### src/rtl/eth_clk_pkg.sv
// Shared types for the multi-rate RGMII TX clock generator.
package eth_clk_pkg;

   // Requested/applied link speed; both 2'b10 and 2'b11 mean 1000M.
   typedef enum logic [1:0] {
      SPEED_10M    = 2'b00,
      SPEED_100M   = 2'b01,
      SPEED_1G     = 2'b10,
      SPEED_1G_ALT = 2'b11
   } eth_speed_e;

   // Sequencer states of the clock generator.
   typedef enum logic [1:0] {
      ST_RST   = 2'b00,
      ST_RUN   = 2'b01,
      ST_DRAIN = 2'b10,
      ST_QUIET = 2'b11
   } clk_state_e;

   // Maps a speed to its gtx half-period in reference clock cycles.
   function automatic int halfPeriod(eth_speed_e speed, int half1g, int half100m, int half10m);
      case (speed)
         SPEED_10M:  return half10m;
         SPEED_100M: return half100m;
         default:    return half1g;
      endcase
   endfunction

endpackage

### src/rtl/bsg_counter_clear_up.sv
// Up counter with synchronous clear; clear wins over up on the same cycle.
module bsg_counter_clear_up #(
   parameter int max_val_p  = 8,
   parameter int init_val_p = 0,
   localparam int ptr_width_lp = (max_val_p > 0) ? $clog2(max_val_p + 1) : 1
) (
   input  logic                    clk_i,
   input  logic                    reset_i,
   input  logic                    clear_i,
   input  logic                    up_i,
   output logic [ptr_width_lp-1:0] count_o
);

   logic [ptr_width_lp-1:0] r_count;

   // Count register: clear restarts from zero, otherwise add one when up_i is set.
   always_ff @(posedge clk_i or posedge reset_i) begin
      if (reset_i) begin
         r_count <= ptr_width_lp'(init_val_p);
      end else if (clear_i) begin
         r_count <= '0;
      end else if (up_i) begin
         r_count <= r_count + 1'b1;
      end
   end

   assign count_o = r_count;

endmodule

### src/rtl/eth_tx_clk_gen_multirate.sv
// Multi-rate RGMII TX clock generator: gtx clock, lagged PHY clock and
// a stretched gtx-domain reset, with glitch-free run-time speed changes.
module eth_tx_clk_gen_multirate
   import eth_clk_pkg::*;
#(
   parameter int         half_1g_p      = 1,
   parameter int         half_100m_p    = 5,
   parameter int         half_10m_p     = 50,
   parameter logic [1:0] init_speed_p   = 2'b10,
   parameter int         reset_cycles_p = 8,
   parameter int         quiet_cycles_p = 4,
   parameter int         phy_lag_p      = 1
) (
   input  logic       clk_i,
   input  logic       reset_i,
   input  logic [1:0] speed_i,
   input  logic       speed_v_i,
   output logic       speed_ready_o,
   output logic [1:0] speed_o,
   output logic       locked_o,
   output logic       gtx_clk_r_o,
   output logic       phy_tx_clk_r_o,
   output logic       gtx_rst_r_o
);

   localparam int CntW       = (half_10m_p > 1) ? $clog2(half_10m_p) : 1;
   localparam int StretchMax = (reset_cycles_p > quiet_cycles_p) ? reset_cycles_p : quiet_cycles_p;
   localparam int StretchW   = $clog2(StretchMax + 1);
   localparam logic [StretchW-1:0] RstLast   = StretchW'(reset_cycles_p - 1);
   localparam logic [StretchW-1:0] QuietLast = StretchW'(quiet_cycles_p - 1);

   clk_state_e            r_state;
   clk_state_e            w_stateNext;
   eth_speed_e            r_mode;
   eth_speed_e            r_pend;
   logic [CntW-1:0]       r_cnt;
   logic                  r_gtx;
   logic [phy_lag_p-1:0]  r_phySr;
   logic [CntW-1:0]       w_halfM1;
   logic                  w_toggle;
   logic                  w_handshake;
   logic                  w_stretchClear;
   logic [StretchW-1:0]   w_stretch;

   assign w_halfM1       = CntW'(halfPeriod(r_mode, half_1g_p, half_100m_p, half_10m_p) - 1);
   assign w_toggle       = (r_cnt == w_halfM1);
   assign w_handshake    = speed_v_i && (r_state == ST_RUN);
   assign w_stretchClear = (w_stateNext != r_state);

   // Shared stretch counter times both the reset hold and the quiet gap; cleared on every state entry.
   bsg_counter_clear_up #(
      .max_val_p  (StretchMax),
      .init_val_p (0)
   ) u_stretch (
      .clk_i   (clk_i),
      .reset_i (reset_i),
      .clear_i (w_stretchClear),
      .up_i    (1'b1),
      .count_o (w_stretch)
   );

   // State register.
   always_ff @(posedge clk_i or posedge reset_i) begin
      if (reset_i) begin
         r_state <= ST_RST;
      end else begin
         r_state <= w_stateNext;
      end
   end

   // Next-state decode; a drain whose clock is already low leaves at once so the high phase is never cut.
   always_comb begin
      w_stateNext = r_state;
      case (r_state)
         ST_RST: begin
            if (w_stretch == RstLast) w_stateNext = ST_RUN;
         end
         ST_RUN: begin
            if (w_handshake) w_stateNext = r_gtx ? ST_DRAIN : ST_QUIET;
         end
         ST_DRAIN: begin
            if (!r_gtx || w_toggle) w_stateNext = ST_QUIET;
         end
         ST_QUIET: begin
            if (w_stretch == QuietLast) w_stateNext = ST_RST;
         end
         default: w_stateNext = ST_RST;
      endcase
   end

   // Phase counter and gtx toggle; quiet forces both low, and a drain that has already fallen holds low.
   always_ff @(posedge clk_i or posedge reset_i) begin
      if (reset_i) begin
         r_cnt <= '0;
         r_gtx <= 1'b0;
      end else if (r_state == ST_QUIET) begin
         r_cnt <= '0;
         r_gtx <= 1'b0;
      end else if ((r_state == ST_DRAIN) && !r_gtx) begin
         r_cnt <= r_cnt;
         r_gtx <= 1'b0;
      end else if (w_toggle) begin
         r_cnt <= '0;
         r_gtx <= ~r_gtx;
      end else begin
         r_cnt <= r_cnt + 1'b1;
      end
   end

   // PHY clock is gtx delayed through a phy_lag_p-deep shift register.
   always_ff @(posedge clk_i or posedge reset_i) begin
      if (reset_i) begin
         r_phySr <= '0;
      end else begin
         r_phySr <= phy_lag_p'({r_phySr, r_gtx});
      end
   end

   // Captures an accepted request and applies it only when leaving the quiet gap.
   always_ff @(posedge clk_i or posedge reset_i) begin
      if (reset_i) begin
         r_mode <= eth_speed_e'(init_speed_p);
         r_pend <= eth_speed_e'(init_speed_p);
      end else begin
         if (w_handshake) begin
            r_pend <= eth_speed_e'(speed_i);
         end
         if ((r_state == ST_QUIET) && (w_stateNext == ST_RST)) begin
            r_mode <= r_pend;
         end
      end
   end

   assign gtx_clk_r_o    = r_gtx;
   assign phy_tx_clk_r_o = r_phySr[phy_lag_p-1];
   assign gtx_rst_r_o    = (r_state == ST_RST) || (r_state == ST_QUIET);
   assign locked_o       = (r_state == ST_RUN);
   assign speed_ready_o  = (r_state == ST_RUN);
   assign speed_o        = r_mode;

endmodule

### config.mk
export PLATFORM = sky130hd
export DESIGN_NAME = eth_tx_clk_gen_multirate
export DESIGN_NICKNAME = d
export VERILOG_FILES = /design/src/rtl/eth_clk_pkg.sv /design/src/rtl/bsg_counter_clear_up.sv /design/src/rtl/eth_tx_clk_gen_multirate.sv
export SDC_FILE = /design/constraint.sdc
export NUM_CORES = 1
export LEC_CHECK = 0
export BUFFER_PORTS_ARGS = -buffer_cell sky130_fd_sc_hd__buf_2
export CAP_MARGIN = 30
export CORE_MARGIN = 3
export CORE_UTILIZATION = 50
export CTS_CLUSTER_SIZE = 10
export DETAILED_ROUTE_END_ITERATION = 12
export PLACE_DENSITY = 0.7
export SKIP_LAST_GASP = 1
export SYNTH_ARGS = -nofsm -noshare
export SYNTH_HDL_FRONTEND = slang
export SYNTH_HIERARCHICAL = 1
export SYNTH_SLANG_ARGS = --single-unit
### constraint.sdc
create_clock -name clk_i -period 3.5 [get_ports clk_i]
set_input_delay 0.7 -clock clk_i [delete_from_list [all_inputs] [get_ports clk_i]]
set_output_delay 0.7 -clock clk_i [all_outputs]
set_load 0.05 [all_outputs]
## Word level (Yosys, flattened, before mapping)

Index checks and enable logic that the tools add are counted.

| word-level totals | value |
|---|---|
| input port bits | 5 |
| flip-flop bits (word level) | 18 |
| output and inout bits | 7 |
| logic and storage cells | 44 |

| cells by class | value |
|---|---|
| equality and inequality tests | 9 |
| $add $sub $neg | 3 |
| reductions and logical operators | 10 |
| multiplexer cells | 14 |
| bitwise gates (word level) | 1 |

Operator list:

| cell | count |
|---|---|
| 6-bit 2-to-1 mux | 3 |
| 6-bit case mux with 2 select lines | 1 |
| 2-bit 2-to-1 mux | 4 |
| 2-bit case mux with 4 select lines | 1 |
| 6-bit by 1-bit adder with 6-bit output, second input constant | 1 |
| 6-bit == test | 1 |
| 2-bit logical NOT | 3 |
| 6-bit by 2-bit subtractor with 6-bit output, second input constant | 1 |
| 4-bit by 1-bit adder with 4-bit output, second input constant | 1 |
| 2-bit by 1-bit == test with 1-bit output, second input constant | 2 |
| 2-bit == test, second input constant | 2 |
| 4-bit by 2-bit == test with 1-bit output, second input constant | 1 |
| 4-bit by 3-bit == test with 1-bit output, second input constant | 1 |
| 1-bit 2-to-1 mux | 4 |
| 4-bit 2-to-1 mux | 1 |
| 1-bit logical AND | 3 |
| 3-bit nonzero test | 1 |
| 1-bit logical OR | 2 |
| 2-bit inequality test | 1 |
| 2-bit inequality test, second input constant | 1 |
| 1-bit logical NOT | 1 |
| 1-bit inverter | 1 |

## Longest topological paths before layout

Gate-level depths: netlist of run 1.

| logic depth | value |
|---|---|
| word-level depth | 9 |
| gate-level depth with buffers | 9 |
| depth with buffers taken out | 9 |

## By module

Netlist of run 1, hierarchy kept.

Modules (own cells, without submodules):

| module | times used | seq. area each (µm²) | cells each | area each (µm²) |
|---|---|---|---|---|
| eth_tx_clk_gen_multirate | 1 | 352.8 | 87 | 852.1 |
| bsg_counter_clear_up | 1 | 100.1 | 17 | 196.4 |

## Worst setup path after synthesis of run 1

Ideal clock, no wire load.

| timing path | value |
|---|---|
| path kind | register to register |
| from | register r_mode[1], in the netlist speed_o[1] |
| to | register u_stretch.r_count[3], in the netlist u_stretch/count_o[3] |
| data arrival time | 2.401 ns |
| setup time | 0.125 ns |
| clock period less this slack | 2.526 ns |
| data required time | 3.375 ns |
| path buffers | 0 |
| cell stages (with the launch flop) | 9 |
| path slack | 0.974 ns |
| cell sequence | dfstp_2 > a21oi_1 > or4_4 > a2111oi_4 > nor4b_2 > o21ai_0 > a221o_1 > nor2_1 > mux2_4 |

| on the way | value |
|---|---|
| cells in the longest elaborated chain, start to end | 9 |
| elaborated cells between the ends (all ways) | 10 |
| those cells by class | 1 x add/sub; 3 x eq/ne; 4 x mux; 2 x reduce/logical |

RTL lines:

| what | RTL line | source |
|---|---|---|
| from (decl) | eth_tx_clk_gen_multirate.sv:34 | `eth_speed_e r_mode;` |
| from (signal assigned) | eth_tx_clk_gen_multirate.sv:122 | `r_mode <= eth_speed_e'(init_speed_p);` |
| from (signal assigned) | eth_tx_clk_gen_multirate.sv:129 | `r_mode <= r_pend;` |
| 2-bit by 1-bit == test with 1-bit output or 2-bit logical NOT (tied branches) | eth_clk_pkg.sv:22 | `case (speed)` |
| 6-bit case mux with 2 select lines * | eth_clk_pkg.sv:22 |  |
| 6-bit by 2-bit subtractor with 6-bit output * | eth_tx_clk_gen_multirate.sv:45 | `assign w_halfM1 = CntW'(halfPeriod(r_mode, half_1g_p, half_100m_p, half_10m_p) - 1);` |
| 6-bit == test * | eth_tx_clk_gen_multirate.sv:46 | `assign w_toggle = (r_cnt == w_halfM1);` |
| 1-bit logical OR * | eth_tx_clk_gen_multirate.sv:82 | `if (!r_gtx \|\| w_toggle) w_stateNext = ST_QUIET;` |
| 2-bit 2-to-1 mux * | eth_tx_clk_gen_multirate.sv:82 |  |
| 2-bit case mux with 4 select lines * | eth_tx_clk_gen_multirate.sv:74 | `case (r_state)` |
| 2-bit inequality test * | eth_tx_clk_gen_multirate.sv:48 | `assign w_stretchClear = (w_stateNext != r_state);` |
| net w_stretchClear | eth_tx_clk_gen_multirate.sv:42 | `logic w_stretchClear;` |
| 4-bit 2-to-1 mux * | bsg_counter_clear_up.sv:20 | `end else if (clear_i) begin` |
| to (signal assigned) | bsg_counter_clear_up.sv:19 | `r_count <= ptr_width_lp'(init_val_p);` |
| to (signal assigned) | bsg_counter_clear_up.sv:23 | `r_count <= r_count + 1'b1;` |
| to (decl) | bsg_counter_clear_up.sv:14 | `logic [ptr_width_lp-1:0] r_count;` |

The timed path passes the listed nets; every way through them passes the cells marked *.
A chain may end at the register's enable or synchronous reset.

## Worst setup path in the final report of run 1

Ends and elaborated chain as after synthesis.

==> results of run 1 <==
-- path summary, 6_finish.rpt --
path	from	to	slack, ps	depth (start not counted)
max	speed_o[1]$_DFFE_PP1P_	u_stretch/count_o[3]$_DFFE_PP0P_	990	8
min in group clk_i	r_pend[0]$_DFFE_PP0P_	speed_o[0]$_DFFE_PP0P_	500	1
max in group asynchronous	reset_i	r_pend[1]$_DFFE_PP1P_	2680	2
min	reset_i	u_stretch/count_o[1]$_DFFE_PP0P_	270	2
max reg2reg	speed_o[1]$_DFFE_PP1P_	u_stretch/count_o[3]$_DFFE_PP0P_	990	8
min reg2reg	r_pend[0]$_DFFE_PP0P_	speed_o[0]$_DFFE_PP0P_	500	1
-- stage by stage --
| step | cells | util, % |
|---|---|---|
| after floorplan | 108 | - |
| after detailed placement | 143 | 61.5 |
| after global placement | 143 | 61.5 |
| final | 147 | 63.4 |
| after CTS | 147 | 63.4 |
| after global routing | 147 | 63.4 |
-- power by group through the flow --
stage                     combinational, uW  clock [uW]  sequential [uW]
after floorplan                         496           0              438
after global placement                  656           0              388
after detailed placement                675           0              394
after CTS                               677         133              389
after global routing                    751         141              400
final                                   680         130              387
-- Yosys cell counts (2+ instances only) --
library cell	count	area [um2]
sky130_fd_sc_hd__nand2_1	7	26.3
sky130_fd_sc_hd__xnor2_1	3	26.3
sky130_fd_sc_hd__nor3_1	3	15.0
sky130_fd_sc_hd__ha_1	6	75.1
sky130_fd_sc_hd__dfrtp_1	16	400
sky130_fd_sc_hd__mux2_2	2	22.5
sky130_fd_sc_hd__a21oi_1	5	25.0
sky130_fd_sc_hd__inv_1	7	26.3
sky130_fd_sc_hd__nand4_1	3	18.8
sky130_fd_sc_hd__o21ai_0	2	10.0
sky130_fd_sc_hd__xor2_1	3	26.3
sky130_fd_sc_hd__nand3_1	2	10.0
sky130_fd_sc_hd__dfstp_2	2	52.6
sky130_fd_sc_hd__mux2i_1	3	30.0
sky130_fd_sc_hd__nor2_1	18	67.6
sky130_fd_sc_hd__mux2_1	2	22.5
-- final cells by class --
cell class | instances | share of cell area, %
clock buffers | 4 | 3.08
multi-input cells | 82 | 48.9
flip-flops and latches | 18 | 38.4
repair buffers | 11 | 4.67
inverters | 7 | 2.23
well taps | 25 | 2.65
-- layout by cell type, fill, tap and decap left out, types with 2 or more instances in the layout --
cell type and count:
sky130_fd_sc_hd__dfstp_2 2, sky130_fd_sc_hd__inv_1 7, sky130_fd_sc_hd__nand3_1 2, sky130_fd_sc_hd__o21ai_0 2, sky130_fd_sc_hd__nor2_1 18, sky130_fd_sc_hd__mux2_1 2, sky130_fd_sc_hd__a21oi_1 5, sky130_fd_sc_hd__ha_1 6
sky130_fd_sc_hd__xor2_1 3, sky130_fd_sc_hd__nand2_1 7, sky130_fd_sc_hd__clkbuf_4 3, sky130_fd_sc_hd__dfrtp_1 16, sky130_fd_sc_hd__mux2_2 2, sky130_fd_sc_hd__xnor2_1 3, sky130_fd_sc_hd__nand4_1 3, sky130_fd_sc_hd__conb_1 5
sky130_fd_sc_hd__nor3_1 3, sky130_fd_sc_hd__buf_2 11, sky130_fd_sc_hd__mux2i_1 3
-- flip-flops by register name, indices dropped and copies added, names as in the netlist --
name,count
r_cnt,6
u_stretch/count_o,4
r_pend,2
r_state,2
speed_o,2
gtx_clk_r_o,1
phy_tx_clk_r_o,1
-- metal layers --
metal  routed length (um)  vias up
li1                     -      393
met1                  885      397
met2                  990       18
met3                   71        4
met4                   19        0
met5                    0        -
-- logic make-up (layout without fill, tap and decap cells) --
logic type | after synthesis | after routing
AOI/OAI and AO/OA | 16 | 16
xor gates and xnor gates | 6 | 6
adders and majority gates | 6 | 6
buffers and inverters | 8 | 22
DFF | 18 | 18
muxes | 8 | 8
other | 1 | 5
and+or+nand+nor | 41 | 41
==> summary by stage, run 1 <==
Synthesis
For this run, the leading register cell type out of synthesis is sky130_fd_sc_hd__dfrtp_1. Of the synthesized area, sequential elements account for 43.2%. Synthesis instantiated 36 different standard cells from the library. The synthesized area divided by synthesized cell count is slightly above 10 um2. The adder-cell share of the synthesized area is under 10%. Yosys mapped a number of flops with a built-in enable equal to 0. After Yosys synthesis, and, or, nand and nor cells account for 19.6% of the synthesized area.

The synthesized instance count is 104. The synthesized netlist devotes between 10% and 20% of its cell area to compound gates. The xor-xnor portion of the synthesized cell area is under 10%. Of all flip-flops after synthesis, the portion carrying an async set or reset was 100%. Synthesis inferred 18 register bits. The post-synthesis instance area is 1050 um2.

The Yosys step of the flow raised 6 warnings. The largest family of logic cells by synthesized area is simple AND/OR/NAND/NOR gates. The multiplexer fraction of the synthesized cell area is 8.59%.

GRT
Global routing consumed, on the met3 layer, 3.44% of the routing resources. The layer flagged by global routing as most heavily used is met2. The wire length of the first global-routing pass is 3400 um. Global routing consumed, on the met2 layer, 30.1% of the routing resources.

The via count of the first global-routing pass is 779. Global routing consumed, on the met1 layer, between 20% and 30% of the routing resources. The initial antenna violation count came to 0. The leftover overflow at the end of global routing is 0. Entering global routing, the biggest net connects 15 pins. The overall track demand over capacity in global routing is 17.1%.

Power and ir drop
The power density normalized to cell area is 1010 nW/um2. The net switching power figure is 601 uW. The fraction of power consumed by combinational cells is 56.8%. The internal power is 595 uW. For this design the static power due to leakage is 0.000559 uW. In this run, the clock network consumes 10.9% of the power. Net switching is roughly 50% of the power. Summing internal, switching and leakage power gives 1200 uW. The relative contribution of sequential cells to total power is about 32%. Across the VDD grid, the largest voltage drop is 0.803 mV.

CTS
The number of sinks driven by the clock tree is 18. The clock tree from TritonCTS is yes. The clock latency at the later pin of the worst-skew pair is 290 ps. In this run the deepest clock path goes through 2 buffers. Buffers inserted to repair hold after CTS numbered 0.

The count of H-tree levels built during CTS is 1. The root cell of the clock tree is sky130_fd_sc_hd__clkbuf_4. The clock transition at the registers of the reported paths is about 110 ps. Counting the buffers created by CTS gives 3.

The number of buffers added for setup after CTS is 0. The post-cts sizing count is 0.

Setup path
The top cell family by delay on the critical path is compound AO/OA/AOI/OAI gates. Traced cell by cell, the critical path runs through a21oi_1 > or4_4 > a2111oi_4 > nor4b_2 > o21ai_0 > a221o_1 > nor2_1 > mux2_4. The slowest stage of the critical path belongs to the cell sky130_fd_sc_hd__dfstp_2. The maximum fanout along the worst path is 5.

The kind of start point of the critical path is a register. For the worst setup path, the data arrival time is 2700 ps. For this run, the slowest stage of the critical path takes ~570 ps. The critical path is of the register to register type. Data on the critical path is required at its endpoint by 3690 ps. The number of buffers and inverters on the critical path is 0. The type of destination of the critical path is a register.

Layout
Registers take 453 um2. The final antenna diode count is 0. The fraction of layout instances using a drive strength above 1 is between 20% and 30%. The relative area change from synthesis to final layout is 12.4%. The final-layout fill cell count is around 170. The net total in the final layout is around 130.

Summing all multi-input logic gate instances after layout gives 577 um2. With fillers left out, the area of the finished cells amounts to between 1000 and 1500 um2.

STA
The worst slew slack as a fraction of its limit is 62.6%. Setup repair after global routing left no endpoint under its margin. The final count of hold timing violations came to 0. The tightest hold path in the finished design has a slack of 274 ps. Summed over all failing endpoints, the final setup total negative slack is 0 ps. The post-layout minimum cycle time is between 2000 and 3000 ps. The largest clock skew in the final design is 1.89 ps. The final max-slew violation count is 0. The final clock period utilization by the worst path is 71.7%. At the pin with the least slew margin, the transition time is 561 ps.

Once routing completed, OpenROAD measured the worst setup slack at 991 ps. Timing would allow up to 399 MHz. The final number of setup-violating endpoints is 0.

Route
In the routed design, unresolved DRC markers number 0. The starting DRC count in detailed routing is 24. For this run, the detailed router's first-pass iteration total came to 4. Once detail routing completed, the nets flagged for antenna violations numbered 0. Across all layers, the routed design uses between 800 and 900 vias.

Using the TritonRoute via totals, the vias-per-cell ratio works out to 5.52. The per-cell routed wire length is 13.4 um. The total routed wirelength is 1970 um.

Floorplanning
The number of ports placed on the die boundary is 12. The vertical extent of the die is between 50 and 60 um. Once the floorplan was initialized, standard cells occupied 56.4% of the core. The total die area is 2680 um2.

The die is 51.8 um wide. The core region is 1860 um2. The floorplan has 15 rows.

Status
The flow ran to the end, and the final reports show no timing, DRC or antenna violations.

Placed design
The pre-CTS worst setup slack is just over 1000 ps. Once placement finished, the instance area stood at 1140 um2. The wire-length estimate of the detail-placed layout is roughly 1500 um. The final RePlAce weighted congestion is 0.859. The total of buffers placed on input and output ports is 11.

Worst hold path
In this run the worst hold path is classified as input port to async pin.

Flow run
Across the run, the number of max-cap violations was 0.
No activity file was read; power rests on OpenSTA's default activity.
==> run 2, diff against run 1 <==
==> constraint.sdc (replaced) <==
create_clock -name clk_i -period 2.45 [get_ports clk_i]
set_input_delay 0.49 -clock clk_i [delete_from_list [all_inputs] [get_ports clk_i]]
set_output_delay 0.49 -clock clk_i [all_outputs]
set_load 0.05 [all_outputs]
==> summary by stage, run 2 (same netlist as run 1, synthesis figures left out) <==
Status
The run finished with clean final reports.

Setup path
The reg2reg setup slack is 150 ps (-840 ps). The data arrival time at the worst-slack endpoint is 2500 ps (-200 ps). The type of destination of the critical path is a register. The worst setup path is launched from a register.

The worst register-to-register path begins at speed_o[1]$_DFFE_PP1P_. The maximum fanout along the worst path is 4 (-1). Walking the worst path, the cells encountered are a21oi_1 > or4_4 > a2111oi_4 > nor4b_2 > o21ai_1 > a221o_1 > nor2b_1 > mux2_4. The worst reg2reg path depth is 8 (unchanged). The type of the worst setup path is register to register.

The maximum single-stage delay on the critical path is 570 ps (about the same). The buffers plus inverters on the worst setup path was 0 (unchanged). The required time of the worst setup path is 2650 ps (-1040 ps). The slowest stage of the critical path belongs to the cell sky130_fd_sc_hd__dfstp_2.

The capture point of the worst reg-to-reg path is u_stretch/count_o[3]$_DFFE_PP0P_. Grouping stages by cell kind, the critical path spends the most delay in compound AO/OA/AOI/OAI gates.

Route
The remaining routing DRC violations is 0 (unchanged). The number of antenna-violating nets in the routed design came to 0 (unchanged). The per-cell routed wire length is 13.0 um (-3.2%). The total routed wirelength was 1970 um (+0.10%). The number of search-and-repair iterations in the first detailed-routing pass is 4 (unchanged). The starting DRC count in detailed routing came to 12 (-50%). The total vias in the final route came to 801 (-1.4%).

The via density per instance is 5.27 (-4.6%).

Floorplanning
The total die area is 2680 um2 (unchanged). The chip width is 51.8 um (unchanged). The core outline area is 1860 um2 (unchanged).

The number of core rows was 15 (unchanged). The vertical extent of the die came to 51.8 um (unchanged). The number of ports placed on the die boundary is 12 (unchanged). The initial standard-cell utilization of the core was 56.4% (unchanged).

Placed design
The total of buffers placed on input and output ports is 11 (unchanged). The final RePlAce weighted congestion was 0.890 (+3.6%). The pre-CTS worst setup slack is 135 ps (-884 ps).

The HPWL after detailed placement came to 1500 um (-0.59%).

Layout
The flip-flop count of the largest register after layout is 6 (unchanged). The final-layout fill cell count was 143 (-14%). The net total in the final layout is 139 (+3.7%). The commonest non-fill, non-tap cell in the layout is sky130_fd_sc_hd__nor2_1. The register with the highest flop count is r_cnt.

The flip-flop and latch area came to 453 um2 (unchanged). The final antenna diode count is 0 (unchanged). The fraction of layout instances using a drive strength above 1 was 25.2% (+3.1 points). The multi-input combinational cell area is 577 um2 (unchanged). From synthesis to final layout, the design area changed by 16.0%. The library cells used most frequently in the layout, excluding fill and tap cells, are sky130_fd_sc_hd__nor2_1 (18), sky130_fd_sc_hd__dfrtp_1 (16), sky130_fd_sc_hd__buf_2 (11), sky130_fd_sc_hd__nand2_1 (7), sky130_fd_sc_hd__inv_1 (7).

STA
The slew at the pin with the worst max-slew slack was 560 ps (-1.00 ps). Setup repair after global routing left no endpoint under its margin. The aggregate negative setup slack was 0 ps (unchanged). The final clock period utilization by the worst path is 93.9% (+22 points). The largest clock skew in the final design is 8.78 ps (+6.89 ps). The fmax is 435 MHz (+9.1%). The final number of setup-violating endpoints came to 0 (unchanged). The final max-slew violation count was 0 (unchanged). The final count of hold timing violations was 0 (unchanged). The worst slew slack as a fraction of its limit is 62.6% (+0.067 points). The setup slack after layout is 150 ps (-841 ps). The post-layout minimum cycle time is 2300 ps (-209 ps).

Power and ir drop
The relative contribution of sequential cells to total power is 29.4% (-2.9 points). The internal power is 917 uW (+54%). The power density normalized to cell area came to 1470 nW/um2 (+45%). The leakage component of the power was 0.000584 uW (+4.5%). The largest voltage drop on the vdd net is 1.13 mV (+41%). The switching power share of the total is 48.8% (-1.4 points).

The fraction of power consumed by combinational cells came to 60.0% (+3.2 points). The net switching power figure is 875 uW (+46%). The relative contribution of the clock network to total power is 10.6% (-0.3 points).

GRT
The initial antenna violation count came to 0 (unchanged). The pin count of the biggest net entering global routing is 15 (unchanged). The via count of the first global-routing pass was 795 (+2.1%). The wire length of the first global-routing pass is 3370 um (-1.0%).

The leftover overflow at the end of global routing is 0 (unchanged). The overall track demand over capacity in global routing is 17.2% (+0.15 points).

CTS
The number of sinks driven by the clock tree is 18 (unchanged). The count of H-tree levels built during CTS is 1 (unchanged). The clock tree from TritonCTS is yes. The number of buffers between clock root and the deepest sink is 2 (unchanged). The clock transition at the registers of the reported paths was 110 ps (about the same).

The clock latency at the later pin of the worst-skew pair is 300 ps (about the same). The total clock buffers created by CTS is 3 (unchanged). The number of buffers inserted for hold repair after clock tree synthesis is 0 (unchanged). The tree is rooted in a sky130_fd_sc_hd__clkbuf_4.

The post-cts sizing count is 0 (unchanged).

Worst hold path
The worst hold-check path type is input port to async pin.

Flow run
The number of max-capacitance violations reported is 0 (unchanged).
-- run 2: cell count changes in the layout (fill, tap and decap cells not counted), sizes merged --
cell	delta
buf	+5
-- run 2: routing by layer --
metal / part of all wire [%] / GRT usage, % / vias to the layer above / routed length (um)
met1: 45 / 21.1 / 373 / 877
met2: 49 / 28.4 / 16 / 966
met4: 1.9 / 5.24 / 0 / 38
met5: 0 / 0 / - / 0
met3: 4.5 / 6.02 / 6 / 88
li1: - / - / 406 / -
-- run 2: power groups by stage --
stage	clock network (uW)	logic, uW	registers (uW)
2_1_floorplan	0	710	626
3_3_place_gp	0	1010	529
3_5_place_dp	0	1040	536
4_1_cts	195	1050	528
5_1_grt	202	1190	547
6_report	190	1070	527
-- run 2: how the worst max path moves through the flow --
stage | depth (start not counted) | slack (ps) | startpoint | to
global placement | 6 | 190 | speed_o[1]$_DFFE_PP1P_ | speed_o[0]$_DFFE_PP0P_
floorplan | 8 | 10 | speed_o[1]$_DFFE_PP1P_ | u_stretch/count_o[3]$_DFFE_PP0P_
detailed placement | 8 | 140 | speed_o[1]$_DFFE_PP1P_ | u_stretch/count_o[3]$_DFFE_PP0P_
CTS | 8 | 120 | speed_o[1]$_DFFE_PP1P_ | u_stretch/count_o[3]$_DFFE_PP0P_
finish | 8 | 150 | speed_o[1]$_DFFE_PP1P_ | u_stretch/count_o[3]$_DFFE_PP0P_
global route | 8 | 30 | speed_o[1]$_DFFE_PP1P_ | u_stretch/count_o[3]$_DFFE_PP0P_
-- run 2: through the flow --
step	hold WS (ps)	total power, uW	cell area, um2	instances	util, %
final	53.3	1790	1220	152	65.5
after global routing	53.2	1940	1220	152	65.5
after CTS	44.9	1770	1210	151	65.1
after detailed placement	386	1580	1170	147	63.1
after global placement	389	1540	1170	147	63.1
after floorplan	256	1340	1060	108	-
-- run 2: layout make-up --
| cell class | instances | area share (%) |
|---|---|---|
| clock buffers | 4 | 2.98 |
| inverters | 7 | 2.16 |
| multi-input cells | 82 | 47.4 |
| flip-flops and latches | 18 | 37.2 |
| well taps | 25 | 2.57 |
| repair buffers | 16 | 7.61 |
-- run 2: timing repair --
item | in CTS | in global routing
buffers inserted | 0 | 1
endpoints found under the setup margin | 0 | 1
hold endpoints to repair | 0 | 0
-- run 2: worst reg2reg max path: cells and delay by family (launching register included) --
kind               cells  cell delay (ps)
and+or+nand+nor        3              620
DFF                    1              570
muxes                  1              250
AOI/OAI and AO/OA      4              780
==> run 3, diff against run 2 <==
--- a/config.mk
+++ b/config.mk
@@ -12,6 +12,7 @@
 export CTS_CLUSTER_SIZE = 10
 export DETAILED_ROUTE_END_ITERATION = 12
 export PLACE_DENSITY = 0.7
+export REMOVE_ABC_BUFFERS = 1
 export SKIP_LAST_GASP = 1
 export SYNTH_ARGS = -nofsm -noshare
 export SYNTH_HDL_FRONTEND = slang
==> summary by stage, run 3 (same netlist as run 1, synthesis figures left out) <==
Status
The run finished with clean final reports.

STA
The final-layout worst hold slack came to 57.9 ps (+4.63 ps). The worst slew slack as a fraction of its limit is 63.2% (+0.55 points). The post-layout minimum cycle time is 2320 ps (+20.4 ps). Setup repair after global routing could not meet its margin everywhere. The final count of hold timing violations is 0 (unchanged). The fmax is 431 MHz (-0.88%). The final number of setup-violating endpoints came to 0 (unchanged). The slew at the pin with the worst max-slew slack is 552 ps (-8.20 ps). The largest clock skew in the final design was 7.53 ps (-1.25 ps). The final max-slew violation count is 0 (unchanged). The final clock period utilization by the worst path is 94.7% (+0.83 points). The aggregate negative setup slack was 0 ps (unchanged).

Worst hold path
The worst hold-check path type is input port to async pin.

Layout
The net total in the final layout is 139 (unchanged). The final-layout fill cell count was 152 (+6.3%). Leaving out fill and tap cells, the most frequent cell in the layout is sky130_fd_sc_hd__nor2_1. The flip-flop and latch area came to 453 um2 (unchanged). The final antenna diode count is 0 (unchanged). The flip-flop count of the largest register after layout is 6 (unchanged). The multi-input combinational cell area is 577 um2 (unchanged).

The fraction of layout instances using a drive strength above 1 is 25.2% (unchanged). The relative area change from synthesis to final layout was 16.0% (unchanged). In the layout the commonest cells are sky130_fd_sc_hd__nor2_1 (18), sky130_fd_sc_hd__dfrtp_1 (16), sky130_fd_sc_hd__buf_2 (11), sky130_fd_sc_hd__nand2_1 (7), sky130_fd_sc_hd__inv_1 (7).

The final non-filler cell total is 152 (unchanged). The register with the highest flop count is r_cnt.

Placed design
The HPWL after detailed placement was 1480 um (-0.86%). The final RePlAce weighted congestion is 0.875 (-1.7%). The total of buffers placed on input and output ports was 11 (unchanged). The instance count after placement with tap cells included was 147 (unchanged).

CTS
TritonCTS built the clock tree. The clock latency at the later pin of the worst-skew pair is 300 ps (about the same). The number of buffers between clock root and the deepest sink is 2 (unchanged). The root cell of the clock tree is sky130_fd_sc_hd__clkbuf_4.

The number of sinks driven by the clock tree is 18 (unchanged). The total clock buffers created by CTS is 3 (unchanged). The clock transition at the registers of the reported paths is 110 ps (about the same). The count of H-tree levels built during CTS is 1 (unchanged).

Floorplanning
The number of core rows was 15 (unchanged). The total die area came to 2680 um2 (unchanged). The number of ports placed on the die boundary is 12 (unchanged). The initial standard-cell utilization of the core came to 56.4% (unchanged). The core outline area is 1860 um2 (unchanged). The vertical extent of the die was 51.8 um (unchanged).

The chip width is 51.8 um (unchanged).

Power and ir drop
The power density normalized to cell area is 1480 nW/um2 (+0.34%). The leakage component of the power is 0.000584 uW (about the same). The largest voltage drop on the vdd net was 1.19 mV (+4.8%).

Setup path
The maximum fanout along the worst path is 8 (+4). The required time of the worst setup path is 2630 ps (-20 ps). The data arrival time at the worst-slack endpoint came to 2500 ps (about the same).

The kind of start point of the critical path is a register. STA classifies the critical path endpoint as a register. The critical path is of the register to register type.

GRT
The via count of the first global-routing pass is 793 (-0.25%). The overall track demand over capacity in global routing is 16.9% (-0.35 points). The pin count of the biggest net entering global routing is 15 (unchanged). The leftover overflow at the end of global routing is 0 (unchanged). The wire length of the first global-routing pass came to 3390 um (+0.80%).

The initial antenna violation count came to 0 (unchanged).

Route
The total vias in the final route is 814 (+1.6%). The number of search-and-repair iterations in the first detailed-routing pass is 4 (unchanged). The number of antenna-violating nets in the routed design was 0 (unchanged). The via density per instance came to 5.36 (+1.6%). The per-cell routed wire length was 12.5 um (-3.3%). The total routed wirelength came to 1910 um (-3.3%).

The remaining routing DRC violations was 0 (unchanged). The starting DRC count in detailed routing is 16 (+4).

Flow run
The number of max-capacitance violations reported is 0 (unchanged).
[run 3: cell count changes in the layout (fill, tap and decap cells not counted)]
| cell | before | now |
|---|---|---|
| sky130_fd_sc_hd__o21ai_0 | 1 | 2 |
| sky130_fd_sc_hd__o21ai_1 | 1 | 0 |
[run 3: path summary, 6_finish.rpt]
kind / from / end / slack [ps] / cells after the start
hold reg to reg: r_pend[0]$_DFFE_PP0P_ / speed_o[0]$_DFFE_PP0P_ / 510 / 1
hold / removal: reset_i / u_stretch/count_o[3]$_DFFE_PP0P_ / 60 / 2
max in group asynchronous: reset_i / speed_o[1]$_DFFE_PP1P_ / 1850 / 2
min in group clk_i: speed_i[1] / r_pend[1]$_DFFE_PP1P_ / 420 / 2
setup reg to reg: r_state[0]$_DFF_PP0_ / speed_o[0]$_DFFE_PP0P_ / 130 / 6
setup / recovery: r_state[0]$_DFF_PP0_ / speed_o[0]$_DFFE_PP0P_ / 130 / 6
[run 3: per-stage QoR]
stage | worst slack (ps) | utilization (%) | power [uW] | instance area, um2
CTS | 48.4 | 65.1 | 1780 | 1210
floorplan | -76.2 | - | 1320 | 1060
global placement | 157 | 63.1 | 1560 | 1170
global route | -23.4 | 65.5 | 1950 | 1220
detailed placement | 58.4 | 63.1 | 1590 | 1170
finish | 129 | 65.5 | 1800 | 1220
[run 3: layer usage]
metal	wire, um	track usage [%]
met4	36	7.42
met3	79	4.87
met5	0	0
met2	951	28.6
met1	839	19.6
[run 3: timing repair]
item | CTS | global route
endpoints found under the hold margin | 0 | 0
hold buffers | 0 | 0
gates resized for setup | 0 | 0
setup buffers | 0 | 1
setup endpoints to repair | 0 | 2
[run 3: where the power goes]
group / total, uW / switching, uW / internal, uW
combinational: 1080 / 655 / 421
clock: 187 / 96.3 / 90.6
sequential: 534 / 116 / 418
[run 3: layout make-up]
class,count,area share [%]
Multi-Input combinational cell,82,47.4
Tap cell,25,2.57
Clock buffer,4,2.98
Timing Repair Buffer,16,7.61
Inverter,7,2.16
Sequential cell,18,37.2
[run 3: worst max-delay path, cell delays in order (launching register included)]
cell	delay, ps
sky130_fd_sc_hd__dfrtp_1	490
sky130_fd_sc_hd__inv_1	130
sky130_fd_sc_hd__ha_1	310
sky130_fd_sc_hd__or3_1	400
sky130_fd_sc_hd__a311oi_1	380
sky130_fd_sc_hd__o31ai_2	160
sky130_fd_sc_hd__mux2_1	340
